$ cat src/rtl/nibble_uart_tx.sv
// nibble_uart_tx: drains a 4-bit nibble FIFO and sends each nibble as an
// asynchronous serial frame: start bit, 4 data bits LSB first, an optional
// even-parity bit and a stop bit.
// Optional feature macro: NIBTX_PARITY_EN. When it is defined, the PARITY
// state and the parity register are compiled in and each frame is 7 bits
// long. Without it, each frame is 6 bits long.
// All outputs are decoded from registered state, so no input reaches an
// output combinationally.

module nibble_uart_tx #(
  parameter int CLKS_PER_BIT = 16
) (
  input  logic       clk,
  input  logic       rst_n,
  input  logic       en,
  input  logic       fifo_empty,
  input  logic [3:0] fifo_rdata,
  output logic       fifo_re,
  output logic       tx,
  output logic       busy,
  output logic       frame_done,
  output logic [7:0] frame_count
);

  localparam int TW = $clog2(CLKS_PER_BIT);
  localparam logic [TW-1:0] LAST = TW'(CLKS_PER_BIT - 1);
  localparam logic [TW-1:0] ONE  = TW'(1);

  localparam logic [2:0] IDLE   = 3'd0;
  localparam logic [2:0] FETCH  = 3'd1;
  localparam logic [2:0] LOAD   = 3'd2;
  localparam logic [2:0] START  = 3'd3;
  localparam logic [2:0] DATA   = 3'd4;
`ifdef NIBTX_PARITY_EN
  localparam logic [2:0] PARITY = 3'd5;
`endif
  localparam logic [2:0] STOP   = 3'd6;

  logic [2:0]    state_q, state_d;
  logic [TW-1:0] timer_q, timer_d;
  logic [1:0]    bit_idx_q, bit_idx_d;
  logic [3:0]    shift_q, shift_d;
  logic          done_q, done_d;
  logic [7:0]    count_q, count_d;
  logic          bit_end;
`ifdef NIBTX_PARITY_EN
  logic          parity_q, parity_d;
`endif

  assign bit_end = (timer_q == LAST);

  // Next-state logic: frame sequencing, bit timing and the shift register
  always_comb begin
    state_d   = state_q;
    timer_d   = timer_q;
    bit_idx_d = bit_idx_q;
    shift_d   = shift_q;
    done_d    = 1'b0;
    count_d   = count_q;
`ifdef NIBTX_PARITY_EN
    parity_d  = parity_q;
`endif
    case (state_q)
      IDLE: begin
        timer_d   = '0;
        bit_idx_d = 2'd0;
        if (en && !fifo_empty) begin
          state_d = FETCH;
        end
      end
      FETCH: begin
        state_d = LOAD;
      end
      LOAD: begin
        shift_d = fifo_rdata;
`ifdef NIBTX_PARITY_EN
        parity_d = ^fifo_rdata;
`endif
        timer_d = '0;
        state_d = START;
      end
      START: begin
        if (bit_end) begin
          timer_d   = '0;
          bit_idx_d = 2'd0;
          state_d   = DATA;
        end else begin
          timer_d = timer_q + ONE;
        end
      end
      DATA: begin
        if (bit_end) begin
          timer_d = '0;
          shift_d = {1'b0, shift_q[3:1]};
          if (bit_idx_q == 2'd3) begin
            bit_idx_d = 2'd0;
`ifdef NIBTX_PARITY_EN
            state_d = PARITY;
`else
            state_d = STOP;
`endif
          end else begin
            bit_idx_d = bit_idx_q + 2'd1;
          end
        end else begin
          timer_d = timer_q + ONE;
        end
      end
`ifdef NIBTX_PARITY_EN
      PARITY: begin
        if (bit_end) begin
          timer_d = '0;
          state_d = STOP;
        end else begin
          timer_d = timer_q + ONE;
        end
      end
`endif
      STOP: begin
        if (bit_end) begin
          timer_d = '0;
          done_d  = 1'b1;
          count_d = count_q + 8'd1;
          if (en && !fifo_empty) begin
            state_d = FETCH;
          end else begin
            state_d = IDLE;
          end
        end else begin
          timer_d = timer_q + ONE;
        end
      end
      default: begin
        state_d = IDLE;
        timer_d = '0;
      end
    endcase
  end

  // State registers; reset abandons any frame in flight
  always_ff @(posedge clk or negedge rst_n) begin
    if (!rst_n) begin
      state_q   <= IDLE;
      timer_q   <= '0;
      bit_idx_q <= 2'd0;
      shift_q   <= 4'd0;
      done_q    <= 1'b0;
      count_q   <= 8'd0;
`ifdef NIBTX_PARITY_EN
      parity_q  <= 1'b0;
`endif
    end else begin
      state_q   <= state_d;
      timer_q   <= timer_d;
      bit_idx_q <= bit_idx_d;
      shift_q   <= shift_d;
      done_q    <= done_d;
      count_q   <= count_d;
`ifdef NIBTX_PARITY_EN
      parity_q  <= parity_d;
`endif
    end
  end

  // Line level decoded from the current state; idle and gap cycles are high
  always_comb begin
    tx = 1'b1;
    case (state_q)
      START: tx = 1'b0;
      DATA:  tx = shift_q[0];
`ifdef NIBTX_PARITY_EN
      PARITY: tx = parity_q;
`endif
      default: tx = 1'b1;
    endcase
  end

  assign fifo_re     = (state_q == FETCH);
  assign busy        = (state_q != IDLE);
  assign frame_done  = done_q;
  assign frame_count = count_q;

endmodule

$ cat config.mk
export PLATFORM = sky130hd
export DESIGN_NAME = nibble_uart_tx
export DESIGN_NICKNAME = d
export VERILOG_FILES = /design/src/rtl/nibble_uart_tx.sv
export SDC_FILE = /design/constraint.sdc
export NUM_CORES = 1
export LEC_CHECK = 0
export ABC_AREA = 1
export CELL_PAD_IN_SITES_DETAIL_PLACEMENT = 1
export CELL_PAD_IN_SITES_GLOBAL_PLACEMENT = 1
export CORE_ASPECT_RATIO = 1.1
export CORE_MARGIN = 2
export CORE_UTILIZATION = 38
export CTS_CLUSTER_SIZE = 25
export DETAILED_ROUTE_END_ITERATION = 10
export HOLD_SLACK_MARGIN = 0.08
export PLACE_DENSITY_LB_ADDON = 0.3
export SETUP_SLACK_MARGIN = 0.2
export SKIP_LAST_GASP = 1
export SYNTH_ARGS = -nofsm -noshare
export SYNTH_HDL_FRONTEND = slang
export SYNTH_SLANG_ARGS = --single-unit
$ cat constraint.sdc
create_clock -name clk -period 1.6 [get_ports clk]
set_input_delay 0.32 -clock clk [delete_from_list [all_inputs] [get_ports clk]]
set_output_delay 0.32 -clock clk [all_outputs]
set_load 0.1 [all_outputs]
==> results by stage <==
STA:
- The worst hold margin is 350.2 ps.
- The count of final setup violators is 3.
- Timing would allow up to 578.6 MHz.
- Clock skew on the completed layout was measured at 1.343 ps.
- The routed design could run at a clock period as short as 1728 ps.
- The worst pin sits at a relative slew slack of 80.35%.
- The final number of max-transition violations is 0.
- In the finished design, the share of the clock period the worst path needs comes to 108.0%.
- The final hold violation count came to 0.
- Setup repair after global routing could not meet its margin everywhere.
- The actual transition at the worst max-transition pin is 294.8 ps.
- The total negative setup slack is -286.6 ps.
- Once routing completed, OpenROAD measured the worst setup slack at -128.2 ps.

Synth:
- The cell with the most instances after synthesis is sky130_fd_sc_hd__nand2_1.
- Sorting the synthesized cells by how often they occur yields sky130_fd_sc_hd__nand2_1 (42), sky130_fd_sc_hd__dfrtp_1 (22), sky130_fd_sc_hd__o21ai_0 (17).
- The most frequently used flop master after synthesis is sky130_fd_sc_hd__dfrtp_1.
- The share of Yosys cell area claimed by the top area cell type is 46.66%.
- The average footprint of a synthesized cell is 8.309 um^2.
- In the post-synthesis netlist, the biggest area contributors are sky130_fd_sc_hd__dfrtp_1 (47%), sky130_fd_sc_hd__nand2_1 (13%), sky130_fd_sc_hd__o21ai_0 (7.2%).
- The count of distinct cell types in the synthesized netlist is 22.
- The Yosys warning count is 0.
- The gate count after technology mapping is 142.
- Yosys mapped a number of flops with a built-in enable equal to 0.
- Of all cell types, the one taking the most synthesized area is sky130_fd_sc_hd__dfrtp_1.
- In the synthesized netlist the async set-or-reset flop fraction comes to 100.0%.
- After synthesis, flip-flops and latches occupy 46.66% of the total area.
- Summing every instance area after synthesis gives 0.001180 mm^2.
- Synthesis produced a netlist with a net count of 153.
- The synthesized design contains 22 register bits.

Pwr:
- The worst-case IR drop observed on VDD is 0.3650 mV.
- The static leakage power is 0.8849 nW.
- The total power density per cell area is 477.2 mW/mm^2.

Placed design:
- The placed instances occupy a cell area of 0.001602 mm^2.
- The total of buffers placed on input and output ports is 19.
- Routability-driven placement finished with a final weighted congestion of 0.8247.
- The number of placed cells counting well taps is 197.
- Summed over all nets, the half-perimeter wirelength after detailed placement is 2199 um.

Setup path:
- The sum of buffers and inverters on the critical path is 2.
- The reg-to-reg setup timing slack is 10 ps.
- Of all nets on the critical path, the largest fanout is 5.
- Walking the worst path, the cells encountered are buf_4, nand3_2, nand2_4, o21ai_4, buf_12.
- By startpoint and endpoint, the worst setup path is classified as flip-flop to output pin.
- The required time of the critical path is 1280 ps.
- The critical path arrival is 1410 ps.
- The delay of the slowest critical-path stage is 480 ps.
- The largest individual stage delay along the critical path comes from the cell sky130_fd_sc_hd__dfrtp_2.
- The kind of cell adding the most delay to the critical path is flip-flops.
- STA classifies the critical path startpoint as a flip-flop.
- The nature of the critical path endpoint is an output pin.

GRT:
- The number of antenna violations at the first check in global routing is 0.
- The first global-routing pass estimated 5747 um of wire.
- Entering global routing, the biggest net connects 23 pins.
- The number of global-route vias before repair is 1245.
- The total congestion overflow is 0.
- The overall global routing resource usage is 20.43%.

Drt:
- The routed design has 3644 um of wire.
- The average detailed-routed wire length per instance is 16.64 um.
- The number of detailed-routing iterations run before antenna repair is 4.
- The routed length on met3 is 95 um.
- The post-detailed-route count of antenna-violating nets is 0.
- The number of remaining DRC errors is 0.
- The routed via count is 1161.
- For this block, wires on met1 add up to 1475 um.
- The first routing iteration left 17 violations.
- The ratio of routed vias to standard cells is 5.301.
- Signal routing reaches up to met4.
- The amount of wire on met2 after detailed routing is 1938 um.

Floorplan:
- The area of the die is 0.003567 mm^2.
- The placement row count is 21.
- The area of the placeable core is 0.002995 mm^2.
- For this design the top-level I/O count stands at 20.
- The die boundary width is 57.13 um.
- The die span in y is 62.44 um.
- The initial cell density of the core is 39.39%.

Finish:
- The filler cells instantiated in the layout total 327.
- Of the cells placed in the final design, the portion with a size suffix greater than 1 is 43.78%.
- The number of diodes added for antenna fixing is 0.
- In the final design database the tool counted 197 nets.
- The number of standard cells in the layout, taps in and fillers out is 219.
- Summing all non-filler instances in the final layout gives an area of 0.001907 mm^2.
- The area growth from synthesis to layout is 61.61%.

Status:
- The checks that failed: setup timing.
- The run finished, with violations left.

Clock network:
- The total clock sinks is 22.
- TritonCTS built the clock tree.
- Clock-pin slew was measured on the worst setup and hold paths at 130 ps.
- The number of buffers created by CTS is 3.
- The number of H-tree branching levels is 1.
- CTS placed an instance of sky130_fd_sc_hd__clkbuf_4 at the clock tree root.
- The clock latency reported for the late side of the worst-skew pair is 320 ps.
- The buffer depth of the longest clock path is 2.

Flow run:
- Across the run, the number of max-cap violations was 0.

Worst hold path:
- The worst hold path belongs to the class primary input to asynchronous set/reset pin.
-- power by group --
group	total, mW	internal, mW	switching (mW)
Sequential	0.556	0.556	0
Clock	0.321	0.139	0.182
Combinational	0.0329	0.0170	0.0159
Total	0.910	0.712	0.198
-- timing repair --
action	in CTS	in global routing
buffers inserted	14	4
gates resized for setup	20	28
endpoints found under the setup margin	14	22
hold buffers	0	0
pin swaps	7	7
-- per-stage QoR --
step                      util [%]  setup slack (ps)  total power, mW
final                        63.66            -128.2           0.9099
after floorplan                  -            -111.5           0.5679
after detailed placement     53.47             59.58           0.5985
after global routing         63.66            -173.4           0.9394
after global placement       53.47             137.3           0.5976
after CTS                    59.94            -110.1           0.9181
-- layer usage --
layer / vias to the layer above / global-route usage, %
met4: 0 / 9.884
li1: 550 / -
met5: - / 0
met3: 11 / 2.484
met2: 25 / 36.78
met1: 575 / 23.34
-- final cells by class --
class                           instances  area, um^2  share of cell area (%)
Sequential cell                        22       568.0                   29.79
Timing Repair Buffer                   40       483.0                   25.33
Multi-Input combinational cell        102       701.9                   36.81
Inverter                               17       75.07                   3.937
Tap cell                               34       42.54                   2.231
Clock buffer                            4       36.28                   1.903
-- flip-flops by register name (all words and copies together) (netlist names) --
register and flops:
frame_count 8, bit_idx_q 2, state_q 3, shift_q 4, timer_q 4, frame_done 1
-- kinds of logic after synthesis --
group           Yosys count  synth area share, %
simple gates             70                28.53
compound gates           23                11.35
flops                    22                46.66
buf+inv                  18                5.832
xor+xnor                  6                4.455
fa+ha+maj                 3                3.182
-- final timing paths --
kind / start / end / cells past startpoint
max: state_q[0] / tx / 5
min: rst_n / frame_count[7] / 2
max reg2reg: state_q[2] / state_q[2] / 9
min reg2reg: bit_idx_q[1] / bit_idx_q[1] / 2
max in group asynchronous: rst_n / frame_count[1] / 2
min in group clk: bit_idx_q[1] / bit_idx_q[1] / 2
-- cells in the final DEF, fill, tap and decap left out, types with 3 or more instances in the layout --
cell and n:
sky130_fd_sc_hd__inv_4 3, sky130_fd_sc_hd__o21ai_0 5, sky130_fd_sc_hd__nand2_1 36, sky130_fd_sc_hd__xor2_1 3, sky130_fd_sc_hd__nand2_2 4, sky130_fd_sc_hd__clkdlybuf4s50_1 7, sky130_fd_sc_hd__dfrtp_1 12, sky130_fd_sc_hd__buf_12 12
sky130_fd_sc_hd__clkbuf_4 3, sky130_fd_sc_hd__nand4_1 5, sky130_fd_sc_hd__nand3_4 4, sky130_fd_sc_hd__buf_4 18, sky130_fd_sc_hd__nor2_1 4, sky130_fd_sc_hd__nand3_1 4, sky130_fd_sc_hd__a21oi_1 4, sky130_fd_sc_hd__nor2_4 3
sky130_fd_sc_hd__inv_1 12, sky130_fd_sc_hd__o21ai_2 6, sky130_fd_sc_hd__dfrtp_2 8, sky130_fd_sc_hd__o21ai_1 5
(Power assumes the default switching activity.)
